===== config.mk =====
export PLATFORM = sky130hd
export DESIGN_NAME = fetch_stage_flat
export DESIGN_NICKNAME = d
export VERILOG_FILES = /design/src/rtl/fetch_stage_pkg.sv /design/src/rtl/fetch_stage_if.sv /design/src/rtl/fetch_buf.sv /design/src/rtl/fetch_stage.sv /design/src/flat_wrapper.sv
export SDC_FILE = /design/constraint.sdc
export NUM_CORES = 1
export LEC_CHECK = 0
export BUFFER_PORTS_ARGS = -buffer_cell sky130_fd_sc_hd__buf_2
export CAP_MARGIN = 20
export CORE_MARGIN = 1
export CORE_UTILIZATION = 25
export DETAILED_ROUTE_END_ITERATION = 10
export PLACE_DENSITY = 0.42
export SKIP_CTS_REPAIR_TIMING = 1
export SYNTH_ARGS = -nofsm -noshare
export SYNTH_HDL_FRONTEND = slang
export SYNTH_HIERARCHICAL = 1
export SYNTH_SLANG_ARGS = --single-unit

===== constraint.sdc =====
create_clock -name clk -period 3.85 [get_ports clk]
set_input_delay 0.77 -clock clk [delete_from_list [all_inputs] [get_ports clk]]
set_output_delay 0.77 -clock clk [all_outputs]
set_load 0.05 [all_outputs]

===== src/rtl/fetch_stage_pkg.sv =====
// Shared constants and state encoding for the instruction fetch stage.
// Imported by the fetch stage, its skid buffer and the bench.
package fetch_stage_pkg;

    localparam logic [15:0] RESET_PC  = 16'h0000;
    localparam logic [15:0] NOP_INSTR = 16'h0800;

    typedef enum logic [1:0] {
        ST_FETCH    = 2'd0,
        ST_BUF_FULL = 2'd1,
        ST_HALTED   = 2'd2
    } fetch_state_t;

    // Instructions are halfword aligned; bit 0 of a target is dropped.
    function automatic logic [15:0] align_pc(input logic [15:0] addr);
        return {addr[15:1], 1'b0};
    endfunction

endpackage


===== src/rtl/fetch_stage_if.sv =====
// Instruction memory port between the fetch stage (master) and instruction memory (slave).
// Handshake: imem_en requests a read of imem_addr; imem_done=1 in the same cycle means imem_rdata is the word at imem_addr.
interface fetch_stage_if;

    logic        imem_en;
    logic [15:0] imem_addr;
    logic [15:0] imem_rdata;
    logic        imem_done;

    modport master (
        output imem_en,
        output imem_addr,
        input  imem_rdata,
        input  imem_done
    );

    modport slave (
        input  imem_en,
        input  imem_addr,
        output imem_rdata,
        output imem_done
    );

endinterface


===== src/rtl/fetch_buf.sv =====
// One-entry skid buffer that catches a fetched word while decode is stalled.
// Clear wins over load so a flush never leaves a stale entry behind.
module fetch_buf
    import fetch_stage_pkg::*;
(
    input  logic        clk,
    input  logic        rst,
    input  logic        load,
    input  logic        clear,
    input  logic [15:0] load_instr,
    input  logic [15:0] load_pc_inc,
    output logic [15:0] instr,
    output logic [15:0] pc_inc,
    output logic        full
);

    always_ff @(posedge clk) begin
        if (rst) begin
            instr  <= NOP_INSTR;
            pc_inc <= RESET_PC;
            full   <= 1'b0;
        end else if (clear) begin
            full   <= 1'b0;
        end else if (load) begin
            instr  <= load_instr;
            pc_inc <= load_pc_inc;
            full   <= 1'b1;
        end
    end

endmodule


===== src/rtl/fetch_stage.sv =====
// Instruction fetch stage: PC register, fetch FSM and IF/ID pipeline register.
// A word returned during a decode stall is parked in fetch_buf and replayed on release.
module fetch_stage
    import fetch_stage_pkg::*;
(
    input  logic                clk,
    input  logic                rst,
    fetch_stage_if.master       imem,
    input  logic                stall,
    input  logic                redirect,
    input  logic [15:0]         redirect_pc,
    input  logic                halt_req,
    output logic [15:0]         if_instr,
    output logic [15:0]         if_pc_inc,
    output logic                if_valid,
    output logic                halted,
    output logic                fetch_err,
    output fetch_state_t        state_dbg
);

    fetch_state_t state, state_d;
    logic [15:0]  pc, pc_d, pc_plus2;
    logic [15:0]  instr_d, pc_inc_d;
    logic         valid_d, err_d;
    logic         buf_load, buf_clear, buf_full;
    logic [15:0]  buf_instr, buf_pc_inc;

    fetch_buf u_buf (
        .clk         (clk),
        .rst         (rst),
        .load        (buf_load),
        .clear       (buf_clear),
        .load_instr  (imem.imem_rdata),
        .load_pc_inc (pc_plus2),
        .instr       (buf_instr),
        .pc_inc      (buf_pc_inc),
        .full        (buf_full)
    );

    assign pc_plus2       = pc + 16'd2;
    assign imem.imem_en   = (state == ST_FETCH);
    assign imem.imem_addr = pc;
    assign halted         = (state == ST_HALTED);
    assign state_dbg      = state;

    always_ff @(posedge clk) begin
        if (rst) begin
            state     <= ST_FETCH;
            pc        <= RESET_PC;
            if_instr  <= NOP_INSTR;
            if_pc_inc <= RESET_PC;
            if_valid  <= 1'b0;
            fetch_err <= 1'b0;
        end else begin
            state     <= state_d;
            pc        <= pc_d;
            if_instr  <= instr_d;
            if_pc_inc <= pc_inc_d;
            if_valid  <= valid_d;
            fetch_err <= err_d;
        end
    end

    always_comb begin
        state_d   = state;
        pc_d      = pc;
        instr_d   = if_instr;
        pc_inc_d  = if_pc_inc;
        valid_d   = if_valid;
        err_d     = fetch_err;
        buf_load  = 1'b0;
        buf_clear = 1'b0;
        case (state)
            ST_FETCH, ST_BUF_FULL: begin
                // Redirect beats halt, stall and memory status; a bubble keeps the old pc_inc.
                if (redirect) begin
                    pc_d      = align_pc(redirect_pc);
                    instr_d   = NOP_INSTR;
                    valid_d   = 1'b0;
                    buf_clear = 1'b1;
                    state_d   = ST_FETCH;
                    if (redirect_pc[0]) err_d = 1'b1;
                end else if (halt_req) begin
                    instr_d   = NOP_INSTR;
                    valid_d   = 1'b0;
                    buf_clear = 1'b1;
                    state_d   = ST_HALTED;
                end else if (state == ST_FETCH) begin
                    if (imem.imem_done) begin
                        pc_d = pc_plus2;
                        if (stall) begin
                            buf_load = 1'b1;
                            state_d  = ST_BUF_FULL;
                        end else begin
                            instr_d  = imem.imem_rdata;
                            pc_inc_d = pc_plus2;
                            valid_d  = 1'b1;
                        end
                    end else if (!stall) begin
                        instr_d = NOP_INSTR;
                        valid_d = 1'b0;
                    end
                end else if (!stall && buf_full) begin
                    instr_d   = buf_instr;
                    pc_inc_d  = buf_pc_inc;
                    valid_d   = 1'b1;
                    buf_clear = 1'b1;
                    state_d   = ST_FETCH;
                end
            end
            ST_HALTED: begin
            end
            default: state_d = ST_FETCH;
        endcase
    end

endmodule


===== src/flat_wrapper.sv =====
// flat-port wrapper written by rule: the top's interface ports become plain ports
module fetch_stage_flat import fetch_stage_pkg::*;
  (clk, rst, stall, redirect, redirect_pc, halt_req, if_instr, if_pc_inc, if_valid, halted, fetch_err, state_dbg, imem_imem_en, imem_imem_addr, imem_imem_rdata, imem_imem_done);
  fetch_stage_if imem_i ();
  input  logic clk;
  input  logic rst;
  input  logic stall;
  input  logic redirect;
  input  logic [15:0] redirect_pc;
  input  logic halt_req;
  output logic [15:0] if_instr;
  output logic [15:0] if_pc_inc;
  output logic if_valid;
  output logic halted;
  output logic fetch_err;
  output fetch_state_t state_dbg;
  output wire logic [$bits(imem_i.imem_en)-1:0] imem_imem_en;
  output wire logic [$bits(imem_i.imem_addr)-1:0] imem_imem_addr;
  input wire logic [$bits(imem_i.imem_rdata)-1:0] imem_imem_rdata;
  input wire logic [$bits(imem_i.imem_done)-1:0] imem_imem_done;
  assign imem_imem_en = imem_i.imem_en;
  assign imem_imem_addr = imem_i.imem_addr;
  assign imem_i.imem_rdata = imem_imem_rdata;
  assign imem_i.imem_done = imem_imem_done;
  fetch_stage u_core (.clk(clk), .rst(rst), .imem(imem_i), .stall(stall), .redirect(redirect), .redirect_pc(redirect_pc), .halt_req(halt_req), .if_instr(if_instr), .if_pc_inc(if_pc_inc), .if_valid(if_valid), .halted(halted), .fetch_err(fetch_err), .state_dbg(state_dbg));
endmodule

After elaboration in Yosys (flattened, before gate mapping) --
Cells that the tools add are included.
Operators by class: multiplexer cells 40, bitwise operators 4, add/subtract/negate cells 1, equality and inequality tests 9, reduce and logical (&&, ||, !) cells 15
Operators with widths (number):
- two-way mux 16 bit | 15
- two-way mux 1 bit | 18
- adder 16 x 2 -> 16 bit (second input constant) | 1
- two-way mux 2 bit | 6
- inequality test 5 bit (second input constant) | 2
- AND reduction 4 bit | 2
- AND reduction 3 bit | 2
- AND reduction 6 bit | 1
- nonzero test 2 bit | 3
- inequality test 5 x 4 -> 1 bit (second input constant) | 1
- inequality test 2 bit (second input constant) | 2
- inequality test 4 bit (second input constant) | 1
- inverter 1 bit | 4
- one-hot mux 2 bit (2 select lines) | 1
- nonzero test 4 bit | 1
- OR reduction 2 bit | 2
- equality test 2 x 1 -> 1 bit (second input constant) | 1
- equality test 2 bit (second input constant) | 1
- zero test 2 bit | 1
- inequality test 2 x 1 -> 1 bit (second input constant) | 1
- AND reduction 2 bit | 1
- logical AND 1 bit | 1
- zero test 1 bit | 1
Storage, ports and cells: output and inout port bits 54, register bits 85, logic and storage cells 78

Longest topological paths before layout --
depth in word-level cells 9, gate-level depth with buffers 9

Modules after synthesis --
Netlist, hierarchy kept.
Modules (own cells, without submodules):
- fetch_stage | instances 1, seq. area each 1021.0 um^2, cells an instance 378, area each 2909.0 um^2
- fetch_buf | instances 1, seq. area each 660.6 um^2, cells an instance 148, area each 1599.0 um^2

Least setup slack after synthesis --
Ideal clock, no wire load.
kind register to output, start point register u_core.state[1] (netlist: u_core/state_dbg[1]), end point output halted, cell stages (with the launch flop) 4, slack 1292 ps, data required time 3080 ps, buffers on the path 1, arrival time 1788 ps, path through dfxtp_1 -> clkbuf_1 -> inv_1 -> nor2_1
On the way: longest elaborated chain between the ends 1
RTL lines:
- from (decl) | line fetch_stage.sv:21 | fetch_state_t state, state_d;
- from (signal assigned) | line fetch_stage.sv:55 | state <= state_d;
- equality test 2 bit | line fetch_stage.sv:43 | assign halted = (state == ST_HALTED);
- to (decl) | line flat_wrapper.sv:14 | output logic halted;
No other way between the ends.

Final worst setup path --
start point input redirect, end point register u_core.u_buf.instr[11]
On the way: longest elaborated chain between the ends 4, elaborated cells on any way between the ends 6, those cells by class 4 x mux; 1 x bitwise; 1 x reduce/logical
RTL lines:
- from (decl) | line flat_wrapper.sv:8 | input logic redirect;
- two-way mux 1 bit | line fetch_stage.sv:76 | if (redirect) begin
- two-way mux 1 bit | line fetch_stage.sv:73 | case (state)
- net u_core.buf_clear | line fetch_stage.sv:25 | logic buf_load, buf_clear, buf_full;
- inverter 1 bit (no line)
- AND reduction 2 bit (no line)
- to (signal assigned) | line fetch_buf.sv:25 | instr <= load_instr;
- to (decl) | line fetch_buf.sv:12 | output logic [15:0] instr,
The timed path passes the listed nets, and every way through them passes these cells. A chain may end at the register's enable or synchronous reset.

==> results.sh <==
export IMPL_outcome="completed"
export IMPL_cts_tree="built"
export IMPL_grt_antenna_before_repair=0
export IMPL_clk_pin_slew_ns=0.06
export IMPL_synth_top_area_share_pct=37.3
export IMPL_seq_area_frac_synth_pct=37.3
export IMPL_cp_depth=6
export IMPL_tightest_slew_ns=0.706
export IMPL_io_pins=92
export IMPL_diodes=0
export IMPL_cp_required_ns=4.12
export IMPL_cp_arrival_ns=2.91
export IMPL_powerDensity_nw_per_um2=395
export IMPL_drc=0
export IMPL_synth_area_leaders="dfxtp_1, nand4bb_1, nand2b_1"
export IMPL_grt_max_degree=47
export IMPL_wl_per_cell_um=16.7
export IMPL_power_mw=2.12
export IMPL_fin_nets=624
export IMPL_synth_common_cells="dfxtp_1, nand2b_1, nand2_1"
export IMPL_grt_pass1_wl_um=22000
export IMPL_dp_final_hpwl_um=8850
export IMPL_startpoint="redirect"
export IMPL_whs_ns=0.453
export IMPL_path_cells="buf_2 -> or2_2 -> a31oi_1 -> nor2_2 -> and2b_4 -> mux2i_1"
export IMPL_fin_ws_ns=1.22
export IMPL_place_ws_ns=0.819
export IMPL_synth_ff_type="dfxtp_1"
export IMPL_io_buffers=90
export IMPL_fmaxAchievable_ghz=0.380
export IMPL_post_place_cells=799
export IMPL_synth_cell_types=56
export IMPL_detail_route_antenna_nets=0
export IMPL_final_util_pct=30.7
export IMPL_r2r_start="u_core/state_dbg[0]"
export IMPL_cp_top_family="simple AND/OR/NAND/NOR gates"
export IMPL_hold_viol=0
export IMPL_hp_start="u_core/if_pc_inc[5]"
export IMPL_num_rows=48
export IMPL_grt_overflow_total=0
export IMPL_drive_gt1_share_pct=27.3
export IMPL_critPathKind="in -> reg"
export IMPL_final_cells=815
export IMPL_clk_path_buf_depth=2
export IMPL_cts_inserted_buffers=9
export IMPL_track_usage_pct=15.4
export IMPL_critPathMaxStageDelay_ns=0.70
export IMPL_reg2reg_depth=7
export IMPL_p_leak_nw=1.97
export IMPL_place_congestion=0.694
export IMPL_synth_most_common_cell="dfxtp_1"
export IMPL_peakVddDrop_mv=0.199
export IMPL_whs_path_depth=2
export IMPL_syn_avg_cell_area_um2=8.57
export IMPL_cts_root_buf="clkbuf_16"
export IMPL_die_width_um=136
export IMPL_finalSetupTns_ns=0
export IMPL_yosysWarnings=6
export IMPL_synthArstFlopShare_pct=0
export IMPL_syn_inst=526
export IMPL_htreeDepth=3
export IMPL_drtIter0Drc=323
export IMPL_cp_slowest_cell="and2b_4"
export IMPL_cp_start_kind="input pin"
export IMPL_cts_num_sinks=84
export IMPL_slew_viol_final=0
export IMPL_post_route_period_util_pct=68.4
export IMPL_synth_top_cell_by_area="dfxtp_1"
export IMPL_worstSetupEndpointType="flip-flop"
export IMPL_grt_pass1_vias=4087
export IMPL_start_util_pct=25.8
export IMPL_final_area_um2=5370
export IMPL_dpl_cell_area_um2=5070
export IMPL_wirelength_um=13600
export IMPL_slew_headroom_pct=52.9
export IMPL_worstPathMaxFanout=36
export IMPL_die_area_um2=18600
export IMPL_finalSetupViolations=0
export IMPL_drtPass1Iterations=4
export IMPL_synth_edf_count=0
export IMPL_hold_path_class="reg -> reg"
export IMPL_path_buf_inv=1
export IMPL_rsz0062_at_grt="no"
export IMPL_vias_per_cell=5.17
export IMPL_syn_area_um2=4510
export IMPL_via_count=4213
export IMPL_area_delta_synth_final_pct=19.0
export IMPL_cap_viol_max_count=0
export IMPL_synth_seq_cells=84
export IMPL_fin_skew_ns=0.00954
export IMPL_clk_latency_ns=0.35
export IMPL_period_needed_ns=2.63
export IMPL_fp_dieH_um=136
export IMPL_core_um2=17500
## sequential cells by signal (all words and copies together) (netlist names)
signal                 count
u_core/if_valid            1
u_core/state_dbg           2
u_core/u_buf/full          1
u_core/fetch_err           1
u_core/if_pc_inc          16
u_core/u_buf/pc_inc       16
u_core/imem.imem_addr     15
u_core/u_buf/instr        16
u_core/if_instr           16
## cell families (layout without fill, tap and decap cells)
kind of cell	count (synthesis)	after routing	share of synthesized area, %
compound gates	149	149	24.1
xor+xnor	7	7	1.36
fa+ha+maj	1	1	0.278
buf+inv	64	127	6.55
flops	84	84	37.3
mux	3	3	0.666
other cells	1	2	0.0832
simple gates	217	217	29.7
## tightest hold or removal path, delay by kind of cell (launching register included)
family,cells,cell delay [ns]
flip-flops,1,0.31
AO/OA/AOI/OAI,1,0.05
AND/OR/NAND/NOR,1,0.05
## routing by layer
metal	GRT usage (%)	part of all wire (%)
met1	20.5	48
met4	6.30	2.0
met2	24.2	46
met5	0	0
met3	2.68	4.0
## area by class of cell
class	count	area, um^2
multi-input combinational	379	2550
tap	225	282
clock inverter	6	65.1
fill	1846	12100
sequential	84	1680
clock buffer	10	229
timing repair buffer	99	518
inverter	12	45.0
## where the power goes
part	internal, mW	switching, mW
Clock	0.503	0.373
Combinational	0.102	0.226
Sequential	0.891	0.0256
## placed cells by master (no fill, tap or decap), types with 4 or more instances in the layout
master     netlist  layout
a31oi_1          8       8
o21ai_0         28      28
dfxtp_1         84      84
nor4_1          10      10
nand4bb_1       31      31
nand2b_1        48      48
or2_2            8       8
o21ai_2         30      30
o311ai_0         7       7
nor2_1          20      19
a21oi_1         32      31
buf_2           11      90
inv_1           12      12
nand3_1         28      28
nor3_1          12      11
xnor2_1          6       6
buf_4            1       9
nor2b_1          4       4
nand2_1         40      40
a2111o_1        15      15
clkbuf_16        0       9
## worst paths after layout
path         slack [ns]                endpoint
max reg2reg        1.36     u_core/if_instr[11]
max                1.22  u_core/u_buf/instr[11]
min reg2reg        0.45     u_core/if_pc_inc[5]
min                0.45     u_core/if_pc_inc[5]
(Power assumes the default switching activity.)
